### src/rtl/mult_share_pkg.sv
// Shared constants and datapath types for the shared-multiplier scheduler.
package mult_share_pkg;

    localparam int MULT_W       = 8;
    localparam int PROD_W       = 16;
    localparam int DEFAULT_NREQ = 4;

    typedef logic [MULT_W-1:0] operand_t;
    typedef logic [PROD_W-1:0] product_t;

endpackage

### src/rtl/mult_share_ctrl_if.sv
// Requester/response channel bundle between client logic and the scheduler.
interface mult_share_ctrl_if
    import mult_share_pkg::*;
#(
    parameter int NREQ = DEFAULT_NREQ,
    parameter int ID_W = $clog2(NREQ)
);

    logic [NREQ-1:0]        req_valid;
    logic [NREQ*MULT_W-1:0] req_a;
    logic [NREQ*MULT_W-1:0] req_b;
    logic [NREQ-1:0]        req_ready;
    logic                   rsp_valid;
    product_t               rsp_p;
    logic [ID_W-1:0]        rsp_id;
    logic                   rsp_ready;
    logic                   busy;

    // Client side: issues operands, consumes products.
    modport master (
        output req_valid, req_a, req_b, rsp_ready,
        input  req_ready, rsp_valid, rsp_p, rsp_id, busy
    );

    // Scheduler side.
    modport slave (
        input  req_valid, req_a, req_b, rsp_ready,
        output req_ready, rsp_valid, rsp_p, rsp_id, busy
    );

endinterface

### src/rtl/exact_multi.sv
// Combinational 8x8 unsigned exact multiplier with a full 16-bit product.
module exact_multi
    import mult_share_pkg::*;
(
    input  operand_t A,
    input  operand_t B,
    output product_t P
);

    // Operands are widened to the product width before multiplying, so no bits are lost.
    assign P = product_t'(A) * product_t'(B);

endmodule

### src/rtl/rr_arbiter.sv
// Round-robin arbiter: first requester at or above ptr (with wrap) wins.
module rr_arbiter #(
    parameter int N     = 4,
    parameter int IDX_W = $clog2(N)
) (
    input  logic [N-1:0]     req,
    input  logic [IDX_W-1:0] ptr,
    input  logic             en,
    output logic [N-1:0]     grant,
    output logic [IDX_W-1:0] idx
);

    // Search upward from ptr; grant is one-hot when enabled and something is requesting.
    always_comb begin
        int   c;
        logic found;
        // NOTE: every output and local gets a default first so no latch is inferred.
        grant = '0;
        idx   = '0;
        found = 1'b0;
        c     = 0;
        for (int k = 0; k < N; k++) begin
            c = int'(ptr) + k;
            if (c >= N) c = c - N;
            if (!found && req[IDX_W'(c)]) begin
                found = 1'b1;
                idx   = IDX_W'(c);
            end
        end
        if (found && en) grant[idx] = 1'b1;
    end

endmodule

### src/rtl/mult_share_ctrl.sv
// Shares one exact multiplier between NREQ requesters through a 2-stage pipeline.
module mult_share_ctrl
    import mult_share_pkg::*;
#(
    parameter int NREQ = DEFAULT_NREQ,
    parameter int ID_W = $clog2(NREQ)
) (
    input  logic              clk,
    input  logic              rst,
    mult_share_ctrl_if.slave  bus
);

    operand_t        a_arr [NREQ];
    operand_t        b_arr [NREQ];

    logic            v1, v2;
    operand_t        a1, b1;
    logic [ID_W-1:0] id1, id2;
    product_t        p2;
    product_t        prod;
    logic [ID_W-1:0] ptr;

    logic            adv1, adv2, en, accept;
    logic [NREQ-1:0] grant;
    logic [ID_W-1:0] g;

    // Unpack the flat operand buses into per-requester lanes.
    for (genvar i = 0; i < NREQ; i++) begin : g_unpack
        assign a_arr[i] = bus.req_a[i*MULT_W +: MULT_W];
        assign b_arr[i] = bus.req_b[i*MULT_W +: MULT_W];
    end

    // S2 drains when empty or popped; S1 drains when empty or S2 advances.
    assign adv2   = !v2 || bus.rsp_ready;
    assign adv1   = !v1 || adv2;
    assign en     = adv1 && !rst;
    assign accept = |grant;

    rr_arbiter #(.N(NREQ), .IDX_W(ID_W)) u_arb (
        .req   (bus.req_valid),
        .ptr   (ptr),
        .en    (en),
        .grant (grant),
        .idx   (g)
    );

    exact_multi u_mult (
        .A (a1),
        .B (b1),
        .P (prod)
    );

    // Pipeline registers and round-robin pointer.
    always_ff @(posedge clk) begin
        if (rst) begin
            // NOTE: data registers are cleared along with the valids so outputs read 0 out of reset.
            v1  <= 1'b0;
            v2  <= 1'b0;
            a1  <= '0;
            b1  <= '0;
            id1 <= '0;
            p2  <= '0;
            id2 <= '0;
            ptr <= '0;
        end else begin
            // NOTE: non-blocking assignments let S2 capture the old S1 while S1 loads new operands.
            if (adv2) begin
                v2  <= v1;
                p2  <= prod;
                id2 <= id1;
            end
            if (accept) begin
                v1  <= 1'b1;
                a1  <= a_arr[g];
                b1  <= b_arr[g];
                id1 <= g;
                ptr <= (g == ID_W'(NREQ - 1)) ? '0 : g + ID_W'(1);
            end else if (adv1) begin
                v1  <= 1'b0;
            end
        end
    end

    assign bus.req_ready = grant;
    assign bus.rsp_valid = v2;
    assign bus.rsp_p     = p2;
    assign bus.rsp_id    = id2;
    assign bus.busy      = v1 || v2;

endmodule

### src/flat_wrapper.sv
// flat-port wrapper written by rule: the top's interface ports become plain ports
module mult_share_ctrl_flat import mult_share_pkg::*;
#(
    parameter int NREQ = DEFAULT_NREQ,
    parameter int ID_W = $clog2(NREQ)
)
  (clk, rst, bus_req_valid, bus_req_a, bus_req_b, bus_rsp_ready, bus_req_ready, bus_rsp_valid, bus_rsp_p, bus_rsp_id, bus_busy);
  mult_share_ctrl_if #(.NREQ(NREQ), .ID_W(ID_W)) bus_i ();
  input  logic clk;
  input  logic rst;
  input wire logic [$bits(bus_i.req_valid)-1:0] bus_req_valid;
  input wire logic [$bits(bus_i.req_a)-1:0] bus_req_a;
  input wire logic [$bits(bus_i.req_b)-1:0] bus_req_b;
  input wire logic [$bits(bus_i.rsp_ready)-1:0] bus_rsp_ready;
  output wire logic [$bits(bus_i.req_ready)-1:0] bus_req_ready;
  output wire logic [$bits(bus_i.rsp_valid)-1:0] bus_rsp_valid;
  output wire logic [$bits(bus_i.rsp_p)-1:0] bus_rsp_p;
  output wire logic [$bits(bus_i.rsp_id)-1:0] bus_rsp_id;
  output wire logic [$bits(bus_i.busy)-1:0] bus_busy;
  assign bus_i.req_valid = bus_req_valid;
  assign bus_i.req_a = bus_req_a;
  assign bus_i.req_b = bus_req_b;
  assign bus_i.rsp_ready = bus_rsp_ready;
  assign bus_req_ready = bus_i.req_ready;
  assign bus_rsp_valid = bus_i.rsp_valid;
  assign bus_rsp_p = bus_i.rsp_p;
  assign bus_rsp_id = bus_i.rsp_id;
  assign bus_busy = bus_i.busy;
  mult_share_ctrl #(.NREQ(NREQ), .ID_W(ID_W)) u_core (.clk(clk), .rst(rst), .bus(bus_i));
endmodule
### config.mk
export PLATFORM = sky130hd
export DESIGN_NAME = mult_share_ctrl_flat
export DESIGN_NICKNAME = d
export VERILOG_FILES = /design/src/rtl/mult_share_pkg.sv /design/src/rtl/mult_share_ctrl_if.sv /design/src/rtl/exact_multi.sv /design/src/rtl/rr_arbiter.sv /design/src/rtl/mult_share_ctrl.sv /design/src/flat_wrapper.sv
export SDC_FILE = /design/constraint.sdc
export NUM_CORES = 1
export LEC_CHECK = 0
export BUFFER_PORTS_ARGS = -buffer_cell sky130_fd_sc_hd__buf_2
export CORE_ASPECT_RATIO = 0.6
export CORE_MARGIN = 8
export CORE_UTILIZATION = 60
export CTS_CLUSTER_SIZE = 12
export DETAILED_ROUTE_END_ITERATION = 6
export GPL_TIMING_DRIVEN = 0
export HOLD_SLACK_MARGIN = 0.15
export PLACE_DENSITY = 0.84
export SYNTH_ARGS = -nofsm -noshare
export SYNTH_HDL_FRONTEND = slang
export SYNTH_SLANG_ARGS = --single-unit
### constraint.sdc
create_clock -name clk -period 9.1 [get_ports clk]
set_input_delay 0.455 -clock clk [delete_from_list [all_inputs] [get_ports clk]]
set_output_delay 0.455 -clock clk [all_outputs]
set_load 0.1 [all_outputs]
Yosys cells after proc, flatten, opt, wreduce, memory -nomap -nowiden. Cells that the tools add are included.

$lt $le $gt $ge: 11. Multiply operators: 1. Bitwise logic cells: 1. $add $sub $neg: 8. Reduce and logical (&&, ||, !) cells: 17. Equality and inequality tests: 1. Mux-type cells: 36.

Operators by type and width (number): $bmux W8 S2 (2); $mux W8 (4); $mux W2 (9); $lt A2 B4 Y1 const B (4); $mul A8 B8 Y16 (1); $mux W1 (15); $ge A3 B3 Y1 const B (4); $bmux W1 S2 (4); $sub A2 B1 Y2 const B (4); $add A2 B2 Y3 const B (2); $logic_and A1 B1 Y1 (6); $logic_not A1 Y1 (6); $mux W4 (1); $reduce_or A4 Y1 (1); $add A2 B1 Y3 const B (1); $ge A2 B3 Y1 const B (1); $logic_or A1 B1 Y1 (3); $lt A2 B3 Y1 const B (1); $not A2 Y3 (1); $add A2 B1 Y2 const B (1); $demux W1 S2 (1); $eq A2 B2 Y1 const B (1); $ge A2 B1 Y1 const B (1); $reduce_bool A2 Y1 (1).

Input bits: 71. Logic and storage cells: 83. Register bits after elaboration: 40.

Longest topological paths before layout.
Depth after elaboration: 22. Depth in mapped cells: 16.

Hierarchy. Synthesis repeated with hierarchy kept, for this count alone.

Cell total of the unflattened synthesis: 424. Area total of the unflattened synthesis: 4017.6 µm².

Modules (own cells, without submodules): exact_multi (cells an instance 244, area an instance 2145.8 µm², seq. area each 0.0 µm², times used 1); mult_share_ctrl (cells an instance 161, area an instance 1736.7 µm², seq. area each 800.8 µm², times used 1); rr_arbiter (cells an instance 19, area an instance 135.1 µm², seq. area each 0.0 µm², times used 1).

Worst setup path after synthesis. OpenSTA, ideal clock, no wires.

Kind: reg-to-reg. Start point: register u_core.b1[7]. End point: register u_core.p2[15] (netlist: u_core.bus.rsp_p[15]). Path slack: 5.011 ns. Period minus slack after synthesis: 4.089 ns. Data arrival time: 3.985 ns. Buffers on the path: 1. Stages on the path, launching flop included: 14. Cell sequence: dfxtp_1 > clkbuf_1 > nand2_1 > fa_1 > fa_1 > fa_1 > fa_1 > inv_1 > ha_1 > or2_0 > a211oi_2 > a21oi_1 > nand2b_1 > a2111oi_2.

Word-level cells in the longest chain between the ends: 1.

RTL lines: start, declared (line mult_share_ctrl.sv:17) `operand_t a1, b1;`; start signal, assigned (line mult_share_ctrl.sv:75) `b1 <= b_arr[g];`; $mul A8 B8 Y16 (line exact_multi.sv:11) `assign P = product_t'(A) * product_t'(B);`; end signal, assigned (line mult_share_ctrl.sv:69) `p2 <= prod;`; end, declared (line mult_share_ctrl.sv:19) `product_t p2;`.

Every way passes these cells. A chain may end at the register's enable or synchronous reset.

Final worst setup path. Ends and elaborated chain as after synthesis.

==> results.yml <==
run_status:
  outcome: "complete, no violations"
place:
  dp_slack_ps: 4610
  portBuffers: 93
  gp_congestion: 0.895
  dp_hpwl_um: 8890
logic_synthesis:
  synth-seq-area-share_pct: 19.2
  synth_top_area_cell: "dfxtp_1"
  synth_seq_cells: 40
  synth.cell_area_um2: 4180
  yosys.area.top_type_share_pct: 19.2
  yosysWarningCount: 0
  synth.area.top_cells: "dfxtp_1 19%, fa_1 17%, ha_1 12%"
  ys_types: 57
  synth_cells: 459
  synth-main-ff-cell: "dfxtp_1"
  synth_nets: 606
  synth-edff-count: 0
  avgSynthCellArea_um2: 9.11
  ys_async_sr_fraction_pct: 0
power_and_ir_drop:
  leakagePower_nw: 2.45
  total_power_mw: 1.21
  powerDensity_nw_per_um2: 247
  peakVddDrop_v: 0.000233
clocking:
  cts_max_level: 2
  cts_buffers: 5
  clk_latency_ps: 290
  cts_buffer_depth: 2
  cts_resized: 0
  cts.sink_count: 40
  clockRootBuffer: "clkbuf_16"
  hold_buffers: 0
  cts_tree: "built"
  clk_pin_slew_ps: 60
  cts_setup_buffers: 0
global_route:
  grt_overflow: 0
  antenna_found_initial: 0
  grt_max_degree: 13
  grtUsageTotal_pct: 22.9
  grt_pass1_vias: 3856
  grt_pass1_wl_um: 18100
floorplan:
  die_h_um: 80.7
  io_pins: 95
  fp.dieW_um: 124
  dieArea_um2: 9980
  core_um2: 6710
  row_count: 23
  start_util_pct: 62.4
cells_and_area:
  n_antenna_cell: 0
  area_delta_synth_final_pct: 17.7
  layout_commonest_cell: "buf_2"
  finalNetCount: 706
  layout_common_cells: "97 x buf_2, 51 x inv_1, 49 x and2_1"
  drive_above_1_share_pct: 21.3
  nFillCells: 530
route:
  via_per_inst: 5.76
  final_antenna_net_count: 0
  route.detailed.drc: 0
  drtIter0Drc: 210
  dr.pass1.iters: 4
  finalWirelength_um: 11200
  via_count: 3727
  wl_per_cell_um: 17.2
worst_hold_path:
  hold_path.class: "reg -> reg"
  holdCritStartpoint: "u_core.bus.rsp_p[3]"
sta:
  rsz0062_at_grt: "false"
  tns_ps: 0
  slew_headroom_pct: 59.9
  hold_viol: 0
  setup_viol_count_final: 0
  layout_min_cycle_time_ps: 4590
  skew_ps: 5.01
  timing.final.max_slew_violations: 0
  fin_ws_ps: 4510
  worst_pin_slew_ps: 601
  finalCritPeriodShare_pct: 50.4
  fmax_mhz: 218
worst_setup_path:
  cp_data_required_time_ps: 9280
  startpoint: "u_core.b1[7]"
  start_kind: "register"
  critPathArrivalTime_ps: 4770
  rr_startpoint: "u_core.b1[7]"
  cp_max_fo: 9
  end_kind: "register"
  critical_path_class: "reg -> reg"
flow_run:
  drv_cap: 0
## registers in the layout (all words and copies together), names as in the netlist
name,count
u_core.bus.rsp_valid,1
u_core.b1,8
u_core.bus.rsp_p,16
u_core.bus.rsp_id,2
u_core.v1,1
u_core.ptr,2
u_core.a1,8
u_core.id1,2
## path summary, 6_finish.rpt
kind / to / slack (ps) / depth (start not counted)
setup / recovery: u_core.bus.rsp_p[15] / 4510 / 15
hold / removal: u_core.bus.rsp_p[3] / 450 / 2
setup reg to reg: u_core.bus.rsp_p[15] / 4510 / 15
hold reg to reg: u_core.bus.rsp_p[3] / 450 / 2
## routing by layer
layer | wire (µm) | track usage [%] | up-vias
met5 | 0 | 0 | -
met4 | 150 | 6.69 | 0
met3 | 1150 | 6.44 | 15
met2 | 5210 | 37.6 | 155
met1 | 4650 | 28.9 | 1785
li1 | - | - | 1772
## power breakdown
| group | switching [mW] | internal [mW] |
|---|---|---|
| logic | 0.468 | 0.257 |
| clock network | 0.0752 | 0.129 |
| registers | 0.0629 | 0.222 |
## cells in the mapped netlist, drive strengths merged (2+ instances only)
| cell | count |
|---|---|
| nor3b | 2 |
| or2 | 3 |
| nor2 | 16 |
| nor3 | 4 |
| and2 | 49 |
| ha | 40 |
| o21a | 2 |
| o221ai | 16 |
| dfxtp | 40 |
| or3 | 3 |
| a22o | 2 |
| nand2 | 40 |
| inv | 51 |
| o21ai | 6 |
| fa | 36 |
| a211oi | 10 |
| buf | 12 |
| nor2b | 6 |
| nand2b | 3 |
| a31oi | 2 |
| nand3b | 19 |
| o211ai | 2 |
| clkbuf | 10 |
| nand3 | 5 |
| a21o | 5 |
| xnor2 | 4 |
| nor4 | 3 |
| a21oi | 17 |
| mux2i | 32 |
## critical path: stages (launching register included)
cell       delay (ps)
dfxtp_1           310
clkbuf_1          290
nand2_1           130
fa_1              530
fa_1              540
inv_1              60
fa_1              550
inv_1              70
fa_1              530
inv_1              40
ha_1              340
o21a_1            160
o31ai_1           110
a21oi_1           330
o22ai_1           150
a2111oi_2         340
## layout make-up
class                   instances  area (µm²)  share of cell area (%)
multi-input cells             346        3040                    61.7
flip-flops and latches         40         801                    16.3
repair buffers                 93         465                    9.46
inverters                      51         191                    3.89
plain buffers                  22         151                    3.08
clock buffers                   6         129                    2.62
well taps                      87         109                    2.21
clock inverters                 2        35.0                   0.712
## cells by family (layout without fill, tap and decap cells)
kind of cell | after synthesis | count (layout) | synth area share, %
AO/OA/AOI/OAI | 76 | 76 | 13.7
XOR/XNOR | 5 | 5 | 1.05
adder cells (fa/ha/maj) | 76 | 76 | 29.2
flip-flops | 40 | 40 | 19.2
multiplexers | 32 | 32 | 7.66
buffers and inverters | 73 | 174 | 8.20
AND/OR/NAND/NOR | 157 | 157 | 21.0
## metrics by stage
step | util, % | hold WS, ps | std cells | instance area, µm²
finish | 73.4 | 447 | 647 | 4920
detailed placement | 70.9 | 444 | 639 | 4760
global placement | 70.9 | 436 | 639 | 4760
floorplan | - | 437 | 459 | 4180
global route | 73.4 | 477 | 647 | 4920
CTS | 73.4 | 451 | 647 | 4920
(Power assumes the default switching activity.)
